==> src/rtl/codec_dac_tx.sv <==
// rtl/codec_dac_tx.sv - I2S DAC transmitter for the processed mono sample stream
//
// Generates AUD_BCLK and AUD_DACLRCK from Clk and serializes one 16-bit
// mono sample onto both I2S channel slots each frame. A single-entry holding
// register sits behind a valid/ready handshake. The frame register is
// reloaded at the start of each left slot. If no new sample is waiting at
// that point, the last frame is resent and Underrun pulses.
//
// Ports:
//   Clk           in   system clock, rising edge
//   RESET         in   synchronous active-low reset
//   Sample_in     in   16-bit two's-complement sample
//   Sample_valid  in   Sample_in valid
//   Sample_ready  out  holding register empty (registered)
//   AUD_BCLK      out  I2S bit clock
//   AUD_DACLRCK   out  0 = left slot, 1 = right slot
//   AUD_DACDAT    out  serial data, MSB first, one BCLK after the LRCK edge
//   Underrun      out  one-cycle pulse when a frame starts with no new sample

module codec_dac_tx #(
    parameter int BCLK_HALF = 8,
    parameter int SLOT_BITS = 32
) (
    input  logic        Clk,
    input  logic        RESET,
    input  logic [15:0] Sample_in,
    input  logic        Sample_valid,
    output logic        Sample_ready,
    output logic        AUD_BCLK,
    output logic        AUD_DACLRCK,
    output logic        AUD_DACDAT,
    output logic        Underrun
);

    localparam int DIV_W = (BCLK_HALF > 1) ? $clog2(BCLK_HALF) : 1;
    localparam int BIT_W = $clog2(SLOT_BITS);

    typedef enum logic [1:0] {
        ST_RST   = 2'd0,
        ST_RIGHT = 2'd1,
        ST_LEFT  = 2'd2
    } state_t;

    state_t             state_q, state_d;
    logic [DIV_W-1:0]   div_q, div_d;
    logic [BIT_W-1:0]   bitc_q, bitc_d;
    logic               bclk_q, bclk_d;
    logic               lrck_q, lrck_d;
    logic               dat_q, dat_d;
    logic               und_q, und_d;
    logic               ready_q, ready_d;
    logic               full_q, full_d;
    logic [15:0]        hold_q, hold_d;
    logic [15:0]        frame_q, frame_d;

    logic               wrap_div;
    logic               fall;
    logic               xfer;
    logic [BIT_W-1:0]   bit_sub;

    always_comb begin
        state_d  = state_q;
        div_d    = div_q;
        bitc_d   = bitc_q;
        bclk_d   = bclk_q;
        lrck_d   = lrck_q;
        dat_d    = dat_q;
        und_d    = 1'b0;
        ready_d  = ready_q;
        full_d   = full_q;
        hold_d   = hold_q;
        frame_d  = frame_q;
        fall     = 1'b0;
        bit_sub  = '0;
        wrap_div = (div_q == DIV_W'(BCLK_HALF - 1));
        // ready_q is the registered ~full, so a transfer never lands on a full hold
        xfer     = Sample_valid && ready_q;

        if (state_q == ST_RST) begin
            // First cycle after reset release: everything holds reset values.
            state_d = ST_RIGHT;
        end else begin
            div_d = wrap_div ? '0 : div_q + DIV_W'(1);
            if (wrap_div) begin
                bclk_d = ~bclk_q;
                fall   = bclk_q;
            end

            if (fall) begin
                if (bitc_q == BIT_W'(SLOT_BITS - 1)) begin
                    bitc_d  = '0;
                    lrck_d  = ~lrck_q;
                    state_d = lrck_q ? ST_LEFT : ST_RIGHT;
                    // Entering the left slot starts a new frame.
                    if (lrck_q) begin
                        if (full_q) begin
                            frame_d = hold_q;
                            full_d  = 1'b0;
                        end else begin
                            und_d = 1'b1;
                        end
                    end
                end else begin
                    bitc_d = bitc_q + BIT_W'(1);
                end

                // Bit 0 of each slot is the I2S one-bit delay; bits 1..16
                // carry the sample MSB first; the remaining bits pad with 0.
                // At bit 0 the frame may be reloading, but its output is 0 anyway.
                bit_sub = BIT_W'(16) - bitc_d;
                if ((bitc_d >= BIT_W'(1)) && (bitc_d <= BIT_W'(16))) begin
                    dat_d = frame_q[bit_sub[3:0]];
                end else begin
                    dat_d = 1'b0;
                end
            end

            // A transfer coinciding with an empty-hold load lands in hold
            // for the following frame; the underrun above still stands.
            if (xfer) begin
                hold_d = Sample_in;
                full_d = 1'b1;
            end

            ready_d = ~full_d;
        end
    end

    always_ff @(posedge Clk) begin
        if (!RESET) begin
            state_q <= ST_RST;
            div_q   <= '0;
            bitc_q  <= BIT_W'(SLOT_BITS - 1);
            bclk_q  <= 1'b0;
            lrck_q  <= 1'b1;
            dat_q   <= 1'b0;
            und_q   <= 1'b0;
            ready_q <= 1'b0;
            full_q  <= 1'b0;
            hold_q  <= '0;
            frame_q <= '0;
        end else begin
            state_q <= state_d;
            div_q   <= div_d;
            bitc_q  <= bitc_d;
            bclk_q  <= bclk_d;
            lrck_q  <= lrck_d;
            dat_q   <= dat_d;
            und_q   <= und_d;
            ready_q <= ready_d;
            full_q  <= full_d;
            hold_q  <= hold_d;
            frame_q <= frame_d;
        end
    end

    assign Sample_ready = ready_q;
    assign AUD_BCLK     = bclk_q;
    assign AUD_DACLRCK  = lrck_q;
    assign AUD_DACDAT   = dat_q;
    assign Underrun     = und_q;

endmodule

==> config.mk <==
export PLATFORM = sky130hd
export DESIGN_NAME = codec_dac_tx
export DESIGN_NICKNAME = d
export VERILOG_FILES = /design/src/rtl/codec_dac_tx.sv
export SDC_FILE = /design/constraint.sdc
export NUM_CORES = 1
export LEC_CHECK = 0
export ABC_AREA = 0
export CAP_MARGIN = 0
export CELL_PAD_IN_SITES_DETAIL_PLACEMENT = 0
export CELL_PAD_IN_SITES_GLOBAL_PLACEMENT = 2
export CORE_MARGIN = 2
export CORE_UTILIZATION = 35
export DETAILED_ROUTE_END_ITERATION = 6
export PLACE_DENSITY = 0.86
export SLEW_MARGIN = 30
export SYNTH_ARGS = -nofsm -noshare
export SYNTH_HDL_FRONTEND = slang
export SYNTH_SLANG_ARGS = --single-unit
==> constraint.sdc <==
create_clock -name Clk -period 5.85 [get_ports Clk]
set_input_delay 1.17 -clock Clk [delete_from_list [all_inputs] [get_ports Clk]]
set_output_delay 1.17 -clock Clk [all_outputs]
set_load 0.01 [all_outputs]
==> flow_summary.yaml <==
logic_synthesis:
  avgSynthCellArea_um2: 8.36
  ys_ff_latch: 48
  synth-compound-area-share_pct: 12.7
  synth_top_family_by_area: "simple AND/OR/NAND/NOR gates"
  ys_seq_area_share_pct: 46.5
  synthAdderAreaFrac_pct: 4.24
  syn-num-nets: 273
  synth-edff-count: 0
  synth_cells: 247
  synthXorXnorAreaFrac_pct: 2.12
  synth_cell_type_count: 35
  async_flop_share_pct: 0
  synth-simple-area-share_pct: 23.6
  synthMuxAreaShare_pct: 7.39
  yosysWarnings: 0
  synth_ff_type: "dfxtp_1"
  synth_area_um2: 2070
sta:
  finalSetupViolCount: 0
  clock.fmax_mhz: 330
  finClkSkew_ps: 6.63
  maxSlewHeadroom_pct: 50.1
  drv_slew: 0
  worstMarginPinSlew_ps: 748
  post-route-period-util_pct: 51.8
  rsz0062_at_grt: "no"
  setup_tns_ps: 0
  period_minus_slack_ps: 3030
  hold_viol_final: 0
worst_setup_path:
  crit_fanout: 10
  max_stage_delay_ps: 590
  crit_top_cell: "ha_1"
  crit_start: "bitc_q[0]$_SDFFE_PN1P_"
  crit_slowest_cell: "mux4_1"
  worstPathCellList: "ha_1 > and3_2 > ha_1 > nor2_4 > inv_1 > ha_1 > xnor2_1 > mux4_1 > mux2i_1 > a31o_1"
  cp-start-kind: "register"
  crit_buf_inv: 1
  cp_data_required_time_ps: 6090
  cp_data_arrival_time_ps: 3270
  critPathKind: "register to register"
  r2r_start: "bitc_q[0]$_SDFFE_PN1P_"
  crit_family: "adder cells"
  end_kind: "register"
placement:
  place_inst: 328
  io_buffers: 23
  post-dp-hpwl_um: 2720
  place_congestion: 0.784
global_routing:
  first_global_vias: 1533
  grt_usage_pct: 13.9
  busiest_layer: "met2"
  grt_use_met1_pct: 18.7
  overflow: 0
  antenna_found_initial: 0
  grt_max_degree: 44
  use_met3_pct: 3.56
  grt_pass1_wl_um: 7040
  grt_util_met2_pct: 20.9
cts:
  cts_tree: "yes"
  clk_path_buf_depth: 2
  ctsResizeCount: 0
  cts_max_level: 2
  cts_buffers: 5
  cts_root_buf: "clkbuf_8"
  path_clk_slew_ps: 80
  hold_buffers: 0
  clock_latency_ps: 290
  cts.sinks: 48
  cts_setup_buffers: 0
detailed_routing:
  routed-via-count: 1636
  drt_iter0_drc: 72
  ant_nets: 0
  wl_um: 3960
  vias_per_cell: 4.87
  drtPass1Iterations: 4
  drc: 0
  wire_per_inst_um: 11.8
worst_hold_path:
  holdCritPathClass: "register to register"
  min_from: "frame_q[0]$_SDFFE_PN0P_"
finish:
  area_growth_pct: 16.8
  finalNetCount: 289
  antenna_cells: 0
  instances_no_fill: 336
  fillers: 594
  layout_common_cells: "76 x nand2_1, 48 x dfxtp_1, 40 x a21oi_1, 23 x clkdlybuf4s50_1, 10 x mux2i_1"
  layout_commonest_cell: "nand2_1"
  drive_gt1_share_pct: 3.79
power_and_ir_drop:
  p_leak_nw: 0.816
  irDropWorstVdd_mv: 0.145
  power_density_nw_per_um2: 234
floorplanning:
  start_util_pct: 36.8
  dieWidth_um: 80.8
  die_h_um: 80.8
  coreArea_um2: 5610
  io_pins: 24
  rows: 27
  die_area_um2: 6530
run:
  maxCapViolCount: 0
outcome:
  status: "complete, no violations"
per-stage QoR:
step | setup WS (ps) | area (um^2) | utilization, % | hold WS [ps] | power [mW]
after floorplan | 3120 | 2070 | - | 432 | 0.357
after global placement | 2940 | 2320 | 41.4 | 444 | 0.374
after detailed placement | 2850 | 2320 | 41.4 | 446 | 0.375
after CTS | 2810 | 2410 | 43.0 | 458 | 0.579
after global routing | 2570 | 2410 | 43.0 | 473 | 0.596
final | 2820 | 2410 | 43.0 | 454 | 0.566
power breakdown:
| group | switching, mW | internal, mW | total [mW] |
|---|---|---|---|
| combinational | 0.0154 | 0.0164 | 0.0318 |
| sequential | 0.00334 | 0.331 | 0.335 |
| clock | 0.103 | 0.0965 | 0.199 |
path summary, 6_finish.rpt:
check	end	slack (ps)	cells after the start
min	frame_q[0]$_SDFFE_PN0P_	450	2
min reg2reg	frame_q[0]$_SDFFE_PN0P_	450	2
max reg2reg	AUD_DACDAT$_SDFFE_PN0P_	2820	10
max	AUD_DACDAT$_SDFFE_PN0P_	2820	10
sequential cells by signal (all words and copies together) (netlist names):
name and cells:
AUD_BCLK 1, AUD_DACDAT 1, AUD_DACLRCK 1, Sample_ready 1
Underrun 1, bitc_q 5, div_q 3, frame_q 16
full_q 1, hold_q 16, state_q 2
area by class of cell:
class	instances	area, um^2	share of cell area [%]
Multi-Input combinational cell	183	1030	42.8
Sequential cell	48	961	39.8
Timing Repair Buffer	23	230	9.54
Clock buffer	8	90.1	3.73
Tap cell	72	90.1	3.73
Inverter	2	7.51	0.311
worst min-delay path: cells and delay by family, from the launching register on:
kind | cells | cell delay, ps
AO/OA/AOI/OAI | 1 | 50
flip-flops | 1 | 310
AND/OR/NAND/NOR | 1 | 50
logic make-up (layout without fill, tap and decap cells):
logic type | Yosys count | in the layout
adders and majority gates | 7 | 7
DFF | 48 | 48
and+or+nand+nor | 110 | 110
buffers and inverters | 16 | 33
muxes | 12 | 12
xor gates and xnor gates | 5 | 5
AOI/OAI and AO/OA | 49 | 49
cell usage after synthesis, types with 2 or more instances:
| cell type | number | area, um^2 |
|---|---|---|
| nand2_1 | 76 | 285 |
| and3_1 | 4 | 25.0 |
| o21ai_0 | 2 | 10.0 |
| xnor2_1 | 3 | 26.3 |
| o211ai_1 | 2 | 15.0 |
| buf_2 | 3 | 15.0 |
| nand3_1 | 6 | 30.0 |
| ha_1 | 7 | 87.6 |
| a21o_1 | 2 | 15.0 |
| xor2_1 | 2 | 17.5 |
| nor2_1 | 7 | 26.3 |
| a21oi_1 | 40 | 200 |
| dfxtp_1 | 48 | 961 |
| nand2b_1 | 2 | 12.5 |
| nor3_1 | 4 | 20.0 |
| clkbuf_1 | 10 | 37.5 |
| mux4_1 | 2 | 52.6 |
| mux2i_1 | 10 | 100 |
metal layers:
metal / vias up / wire length (um)
met1: 743 / 2080
met5: - / 0
met3: 6 / 126
met4: 0 / 73
met2: 21 / 1680
li1: 866 / -
(Power assumes the default switching activity.)
